<file path="src/rtl/pattern_tx_if.sv">
// Pattern transmitter bus: start request with pattern/reps payload, serial output and status.
interface pattern_tx_if #(
  parameter int unsigned WIDTH = 4
);
  logic             start;
  logic [WIDTH-1:0] data;
  logic [2:0]       reps;
  logic             e;
  logic             bit_valid;
  logic             busy;
  logic             done;

  modport master (output start, output data, output reps,
                  input  e, input bit_valid, input busy, input done);
  modport slave  (input  start, input data, input reps,
                  output e, output bit_valid, output busy, output done);
endinterface

</file>
<file path="src/rtl/pattern_tx.sv">
// Serial pattern transmitter: emits a captured WIDTH-bit pattern MSB-first, reps+1 times, GAP idle cycles apart.
// Optional even-parity bit after each frame when PATTERN_TX_PARITY_EN is defined.
module pattern_tx #(
  parameter int unsigned WIDTH = 4,
  parameter int unsigned GAP   = 2
) (
  input  logic         clk,
  input  logic         rst_n,
  pattern_tx_if.slave  bus
);

`ifdef PATTERN_TX_PARITY_EN
  localparam int unsigned FRAME_LEN = WIDTH + 1;
`else
  localparam int unsigned FRAME_LEN = WIDTH;
`endif
  localparam int unsigned BIT_CNT_W = $clog2(WIDTH + 1);
  localparam int unsigned GAP_CNT_W = (GAP > 0) ? $clog2(GAP + 1) : 1;
  localparam int unsigned GAP_LAST  = (GAP > 0) ? GAP - 1 : 0;
  localparam int unsigned FRM_W     = 3;

  typedef enum logic [1:0] {
    S_IDLE = 2'd0,
    S_SEND = 2'd1,
    S_GAP  = 2'd2,
    S_DONE = 2'd3
  } state_t;

  state_t                 r_state, w_state_nxt;
  logic [FRAME_LEN-1:0]   r_shift, w_shift_nxt;
  logic [FRAME_LEN-1:0]   r_pat,   w_pat_nxt;
  logic [FRM_W-1:0]       r_frm,   w_frm_nxt;
  logic [BIT_CNT_W-1:0]   r_bit,   w_bit_nxt;
  logic [GAP_CNT_W-1:0]   r_gap,   w_gap_nxt;
  logic                   r_e, r_bit_valid, r_busy, r_done;
  logic                   w_e_nxt, w_bit_valid_nxt, w_busy_nxt, w_done_nxt;
  logic [FRAME_LEN-1:0]   w_frame;

`ifdef PATTERN_TX_PARITY_EN
  assign w_frame = {bus.data, ^bus.data};
`else
  assign w_frame = bus.data;
`endif

  // State, datapath and registered Moore outputs
  always_ff @(posedge clk or negedge rst_n) begin
    if (!rst_n) begin
      r_state     <= S_IDLE;
      r_shift     <= '0;
      r_pat       <= '0;
      r_frm       <= '0;
      r_bit       <= '0;
      r_gap       <= '0;
      r_e         <= 1'b0;
      r_bit_valid <= 1'b0;
      r_busy      <= 1'b0;
      r_done      <= 1'b0;
    end else begin
      r_state     <= w_state_nxt;
      r_shift     <= w_shift_nxt;
      r_pat       <= w_pat_nxt;
      r_frm       <= w_frm_nxt;
      r_bit       <= w_bit_nxt;
      r_gap       <= w_gap_nxt;
      r_e         <= w_e_nxt;
      r_bit_valid <= w_bit_valid_nxt;
      r_busy      <= w_busy_nxt;
      r_done      <= w_done_nxt;
    end
  end

  // Next state; outputs are decoded from the next state so they register alongside it
  always_comb begin
    w_state_nxt = r_state;
    w_shift_nxt = r_shift;
    w_pat_nxt   = r_pat;
    w_frm_nxt   = r_frm;
    w_bit_nxt   = r_bit;
    w_gap_nxt   = r_gap;
    case (r_state)
      S_IDLE: begin
        if (bus.start) begin
          w_state_nxt = S_SEND;
          w_shift_nxt = w_frame;
          w_pat_nxt   = w_frame;
          w_frm_nxt   = bus.reps;
          w_bit_nxt   = '0;
        end
      end
      S_SEND: begin
        w_shift_nxt = r_shift << 1;
        w_bit_nxt   = BIT_CNT_W'(r_bit + BIT_CNT_W'(1));
        if (r_bit == BIT_CNT_W'(FRAME_LEN - 1)) begin
          w_bit_nxt = '0;
          if (r_frm != '0) begin
            w_frm_nxt   = FRM_W'(r_frm - FRM_W'(1));
            w_shift_nxt = r_pat;
            w_gap_nxt   = '0;
            w_state_nxt = (GAP > 0) ? S_GAP : S_SEND;
          end else begin
            w_state_nxt = S_DONE;
          end
        end
      end
      S_GAP: begin
        if (r_gap == GAP_CNT_W'(GAP_LAST)) begin
          w_gap_nxt   = '0;
          w_state_nxt = S_SEND;
        end else begin
          w_gap_nxt = GAP_CNT_W'(r_gap + GAP_CNT_W'(1));
        end
      end
      S_DONE:  w_state_nxt = S_IDLE;
      default: w_state_nxt = S_IDLE;
    endcase

    w_e_nxt         = (w_state_nxt == S_SEND) && w_shift_nxt[FRAME_LEN-1];
    w_bit_valid_nxt = (w_state_nxt == S_SEND);
    w_busy_nxt      = (w_state_nxt != S_IDLE);
    w_done_nxt      = (w_state_nxt == S_DONE);
  end

  assign bus.e         = r_e;
  assign bus.bit_valid = r_bit_valid;
  assign bus.busy      = r_busy;
  assign bus.done      = r_done;

endmodule

</file>
<file path="src/flat_wrapper.sv">
// flat-port wrapper written by rule: the top's interface ports become plain ports
module pattern_tx_flat 
#(
  parameter int unsigned WIDTH = 4,
  parameter int unsigned GAP   = 2
)
  (clk, rst_n, bus_start, bus_data, bus_reps, bus_e, bus_bit_valid, bus_busy, bus_done);
  pattern_tx_if #(.WIDTH(WIDTH)) bus_i ();
  input  logic clk;
  input  logic rst_n;
  input wire logic [$bits(bus_i.start)-1:0] bus_start;
  input wire logic [$bits(bus_i.data)-1:0] bus_data;
  input wire logic [$bits(bus_i.reps)-1:0] bus_reps;
  output wire logic [$bits(bus_i.e)-1:0] bus_e;
  output wire logic [$bits(bus_i.bit_valid)-1:0] bus_bit_valid;
  output wire logic [$bits(bus_i.busy)-1:0] bus_busy;
  output wire logic [$bits(bus_i.done)-1:0] bus_done;
  assign bus_i.start = bus_start;
  assign bus_i.data = bus_data;
  assign bus_i.reps = bus_reps;
  assign bus_e = bus_i.e;
  assign bus_bit_valid = bus_i.bit_valid;
  assign bus_busy = bus_i.busy;
  assign bus_done = bus_i.done;
  pattern_tx #(.WIDTH(WIDTH), .GAP(GAP)) u_core (.clk(clk), .rst_n(rst_n), .bus(bus_i));
endmodule
</file>
<file path="config.mk">
export PLATFORM = sky130hd
export DESIGN_NAME = pattern_tx_flat
export DESIGN_NICKNAME = d
export VERILOG_FILES = /design/src/rtl/pattern_tx_if.sv /design/src/rtl/pattern_tx.sv /design/src/flat_wrapper.sv
export SDC_FILE = /design/constraint.sdc
export NUM_CORES = 1
export LEC_CHECK = 0
export ABC_CLOCK_PERIOD_IN_PS = 1500
export CORE_UTILIZATION = 49
export DETAILED_ROUTE_END_ITERATION = 6
export HOLD_SLACK_MARGIN = 0.06
export PLACE_DENSITY = 0.77
export REMOVE_ABC_BUFFERS = 1
export SYNTH_ARGS = -nofsm -noshare
export SYNTH_HDL_FRONTEND = slang
export SYNTH_SLANG_ARGS = --single-unit
</file>
<file path="constraint.sdc">
create_clock -name clk -period 1.5 [get_ports clk]
set_clock_uncertainty 0.1 [all_clocks]
set_input_delay 0.15 -clock clk [delete_from_list [all_inputs] [get_ports clk]]
set_output_delay 0.15 -clock clk [all_outputs]
set_load 0.03 [all_outputs]
</file>
==> Word-level counts from Yosys, hierarchy flattened <==
Index checks and enable logic that the tools add are counted.
{ "totals": {"elab_cells": 54, "in_bits": 10, "regBits": 22, "out_inout_bits": 4} }
{ "op_classes": {"n_eq_ne": 10, "n_mux": 20, "n_reduce_logical": 10, "n_addsub": 3} }
{ "ops": {"columns": ["operator", "count"], "rows": [
  ["two-way mux 3 bit", 5],
  ["two-way mux 2 bit", 6],
  ["two-way mux 4 bit", 3],
  ["case mux 3 bit (2 select lines)", 2],
  ["case mux 2 bit (4 select lines)", 1],
  ["case mux 4 bit (2 select lines)", 1],
  ["equality test 2 x 1 -> 1 bit, second input constant", 3],
  ["equality test 2 bit, second input constant", 3],
  ["nonzero test 2 bit", 3],
  ["inequality test 2 x 1 -> 1 bit, second input constant", 2],
  ["case mux 2 bit (2 select lines)", 1],
  ["AND reduction 2 bit", 2],
  ["AND reduction 4 bit", 1],
  ["adder 3 x 1 -> 3 bit, second input constant", 1],
  ["equality test 3 x 2 -> 1 bit, second input constant", 1],
  ["AND reduction 3 bit", 1],
  ["nonzero test 3 bit", 1],
  ["subtractor 3 x 1 -> 3 bit, second input constant", 1],
  ["adder 2 x 1 -> 2 bit, second input constant", 1],
  ["zero test 2 bit", 1],
  ["inequality test 2 bit, second input constant", 1],
  ["logical AND 1 bit", 1],
  ["two-way mux 1 bit", 1]
]} }

==> Logic depth before layout (Yosys ltp) <==
{ "depth": {"word_depth": 6, "mapped_depth": 7, "mapped_depth_nobuf": 6} }

==> Worst setup path before layout <==
No wires, ideal clock.
{ "synth_timing": {"kind": "register -> register", "startpoint": "register u_core.r_state[1]", "endpoint": "register u_core.r_gap[0]", "stages_incl_launch_ff": 7, "setup_time_ns": 0.125, "synth_period_minus_slack_ns": 1.613, "path_buffers": 1, "setup_slack_ns": -0.113, "arrival_time_ns": 1.388, "t_required_ns": 1.275, "cell_sequence": "dfrtp_1 -> inv_1 -> ha_1 -> buf_4 -> o21ai_2 -> nand2_1 -> mux2_2"} }
{ "synth_via": {"elab_chain_cells": 3, "elab_cells_between_ends": 7, "classes_between": "4 x eq/ne; 1 x mux; 2 x reduce/logical"} }
{ "synth_rtl": {"columns": ["element", "line_no", "text"], "rows": [
  ["from (decl)", "pattern_tx.sv:29", "state_t r_state, w_state_nxt;"],
  ["from (signal assigned)", "pattern_tx.sv:59", "r_state <= w_state_nxt;"],
  ["equality test 2 x 1 -> 1 bit / equality test 2 bit (equally long branches)", "pattern_tx.sv:80", "case (r_state)"],
  ["inequality test 2 x 1 -> 1 bit (no line) / nonzero test 2 bit (equally long branches)", null, null],
  ["AND reduction 3 bit (no line)", null, null],
  ["to (signal assigned)", "pattern_tx.sv:64", "r_gap <= w_gap_nxt;"],
  ["to (decl)", "pattern_tx.sv:34", "logic [GAP_CNT_W-1:0] r_gap, w_gap_nxt;"]
]} }
Parallel ways exist; a longest one is shown, timed or not.
A chain may end at the register's enable or synchronous reset.

==> Worst setup path after layout <==
{ "layout_timing": {"startpoint": "register u_core.r_state[1]", "endpoint": "register u_core.r_busy (netlist: u_core.bus.busy)"} }
{ "layout_via": {"elab_chain_cells": 3, "elab_cells_between_ends": 9, "classes_between": "3 x eq/ne; 4 x mux; 2 x reduce/logical"} }
{ "layout_rtl": {"columns": ["element", "line_no", "text"], "rows": [
  ["equality test 2 bit, or another cell as far along", "pattern_tx.sv:80", null],
  ["case mux 2 bit (4 select lines) (*)", "pattern_tx.sv:80", null],
  ["nonzero test 2 bit (*)", "pattern_tx.sv:119", "w_busy_nxt = (w_state_nxt != S_IDLE);"],
  ["via u_core.w_busy_nxt", "pattern_tx.sv:36", "logic w_e_nxt, w_bit_valid_nxt, w_busy_nxt, w_done_nxt;"],
  ["to (signal assigned)", "pattern_tx.sv:67", "r_busy <= w_busy_nxt;"],
  ["to (decl)", "pattern_tx.sv:35", "logic r_e, r_bit_valid, r_busy, r_done;"]
]} }
Mark *: on every way through the listed nets, which the timed path passes. The rest lies on a longest branch.

==> metrics.yaml <==
grt_pass1_vias: 1072
worst_pin_slew_ns: 0.3248
r2r_end: "u_core.bus.busy"
path_clk_slew_ns: 0.12
startpoint: "u_core.r_state[1]"
die_h_um: 52.53
synth-seq-cells: 22
initial_core_util_pct: 53.97
cts_tree: "built"
ir_worst_vdd_v: 0.0007404
cts_root_buffer: "clkbuf_4"
cp-end-kind: "flip-flop"
drv_slew: 0
htreeDepth: 1
dieArea_mm2: 0.002759
insertion_delay_ns: 0.31
finalHoldViolations: 0
gp_congestion: 0.8298
cap_violations: 0
post-route-util_pct: 79.06
grt.overflow.total: 0
coreArea_mm2: 0.002318
finalNonFillerCells: 180
timing.final.crit_period_ns: 1.641
postRouteAntennaNets: 0
netlist_area_mm2: 0.001251
final_common_cell: "buf_4"
wirelength_um: 2881
pin_count: 14
post_drt_via_cell_ratio: 5.539
drt_pass1_iterations: 4
antenna_found_initial: 0
critical_path_class: "reg -> reg"
die_width_um: 52.53
violations: "setup timing"
p_leak_nw: 0.8529
clockBufferDepth: 2
io_buffers: 13
cp.required_ns: 1.61
synth-edff-count: 0
ys_warn_count: 0
drt_iter0_drc: 13
fmax_mhz: 609.3
period_share_pct: 109.4
rrSetupSlack_ns: -0.14
r2r-start: "u_core.r_state[1]"
num_rows: 17
relSlewSlack_pct: 78.34
num-nets-final: 169
outcome: "complete, but fails checks"
drive_above_1_share_pct: 50.66
path_max_fanout: 5
dp_cells: 170
grt_pass1_wl_um: 4547
diodes: 0
setup_tns_ns: -1.226
hold_class: "in -> async"
cp.arrival_ns: 1.75
wire_per_inst_um: 16.01
mostFrequentLayoutCells: "buf_4, dfrtp_1, clkdlybuf4s50_1, buf_6"
dp_hpwl_um: 1985
startpoint_type: "flip-flop"
via_count: 997
rsz0062_at_grt: "true"
final.setup.worst_slack_ns: -0.1411
grt_max_degree: 23
setup_violations: 18
synth_cell_type_count: 37
syn_inst: 107
powerDensity_mw_per_mm2: 633.1
crit_path_end: "u_core.bus.busy"
cts.sink_count: 22
seq_area_frac_synth_pct: 44.00
numCtsBuffers: 3
grt_use_total_pct: 23.50
synth-main-ff-cell: "dfrtp_1"
syn_to_final_growth_pct: 46.50
hold_buffers: 0
async_reset_ff_share_pct: 100.0
whs_ns: 0.07759
fill_cells: 145
reg2reg_depth: 6
postSynthAreaPerCell_um2: 11.69
drc: 0
per-layer routing:
layer | wire (µm) | vias up | track usage [%] | share of wire (%)
li1 | - | 472 | - | -
met5 | 0 | - | 0 | 0
met2 | 1576 | 16 | 44.73 | 55
met1 | 1179 | 503 | 23.12 | 41
met4 | 50 | 0 | 10.96 | 1.7
met3 | 74 | 6 | 6.087 | 2.6
cell usage after synthesis, types with 2 or more instances:
master / instances / share of area [%]
o21ai_2: 2 / 1.4
a221oi_2: 2 / 2.4
nand2b_4: 3 / 3.3
mux2_2: 9 / 8.1
o21ai_0: 5 / 2.0
inv_1: 7 / 2.1
o21a_1: 3 / 1.8
nand2_1: 6 / 1.8
nor2_1: 5 / 1.5
a21oi_1: 2 / 0.80
nand2b_1: 5 / 2.5
ha_1: 6 / 6.0
mux2i_1: 3 / 2.4
dfrtp_1: 22 / 44
buf_4: 2 / 1.2
a22oi_1: 3 / 1.8
nor3_1: 2 / 0.80
area by class of cell:
cell class	instances	area [µm²]	share of cell area (%)
multi-input combinational	75	788.3	43.00
sequential	22	550.5	30.03
timing repair buffer	44	380.4	20.75
tap	28	35.03	1.911
clock inverter	1	30.03	1.638
inverter	7	26.28	1.433
clock buffer	3	22.52	1.229
critical path: stages (launching register included):
cell and delay (ns):
dfrtp_1 0.42, buf_6 0.13, ha_4 0.15, and3b_1 0.16, o31a_1 0.31, o32ai_4 0.17
nand2b_1 0.09
logic make-up after synthesis:
logic type      Yosys count  share of synthesized area (%)
compound gates           28                          20.70
fa+ha+maj                 6                          6.000
buf+inv                  10                          4.200
flops                    22                          44.00
mux                      12                          10.50
simple gates             29                          14.60
report_power, final:
group / leakage (nW) / total [W] / internal [W] / switching, W
logic: 0.514 / 0.000109 / 0.0000622 / 0.0000472
registers: 0.311 / 0.000596 / 0.000596 / 0
clock network: 0.0279 / 0.000456 / 0.000270 / 0.000185
flip-flops by register name (all words and copies together) (netlist names):
| register | flops |
|---|---|
| u_core.bus.busy | 1 |
| u_core.r_bit | 3 |
| u_core.bus.done | 1 |
| u_core.r_state | 2 |
| u_core.r_gap | 2 |
| u_core.r_shift | 4 |
| u_core.r_pat | 4 |
| u_core.bus.bit_valid | 1 |
| u_core.r_frm | 3 |
| u_core.bus.e | 1 |
timing repair:
action | in CTS | in global routing
buffers inserted | 3 | 4
cloned | 0 | 0
setup endpoints to repair | 25 | 22
pin swaps | 6 | 10
gates resized for setup | 21 | 25
metrics by stage:
step | setup slack [ns] | area (µm²) | power, W
final | -0.1411 | 1833 | 0.001160
after global placement | -0.1469 | 1578 | 0.0007029
after detailed placement | -0.2202 | 1578 | 0.0007070
after global routing | -0.2215 | 1833 | 0.001212
after floorplan | -0.2809 | 1225 | 0.0006517
after CTS | -0.1966 | 1718 | 0.001164
worst min path at each step:
stage | endpoint | slack, ns | cells after the start
4_1_cts | u_core.r_pat[2] | 0.08 | 2
3_3_place_gp | u_core.r_gap[1] | 0.38 | 1
2_1_floorplan | u_core.bus.bit_valid | -0.25 | 0
6_report | u_core.r_pat[2] | 0.08 | 2
5_1_grt | u_core.r_pat[1] | 0.08 | 2
3_5_place_dp | u_core.r_pat[3] | 0.39 | 1
Note: power is estimated with default switching activity, not from simulation.
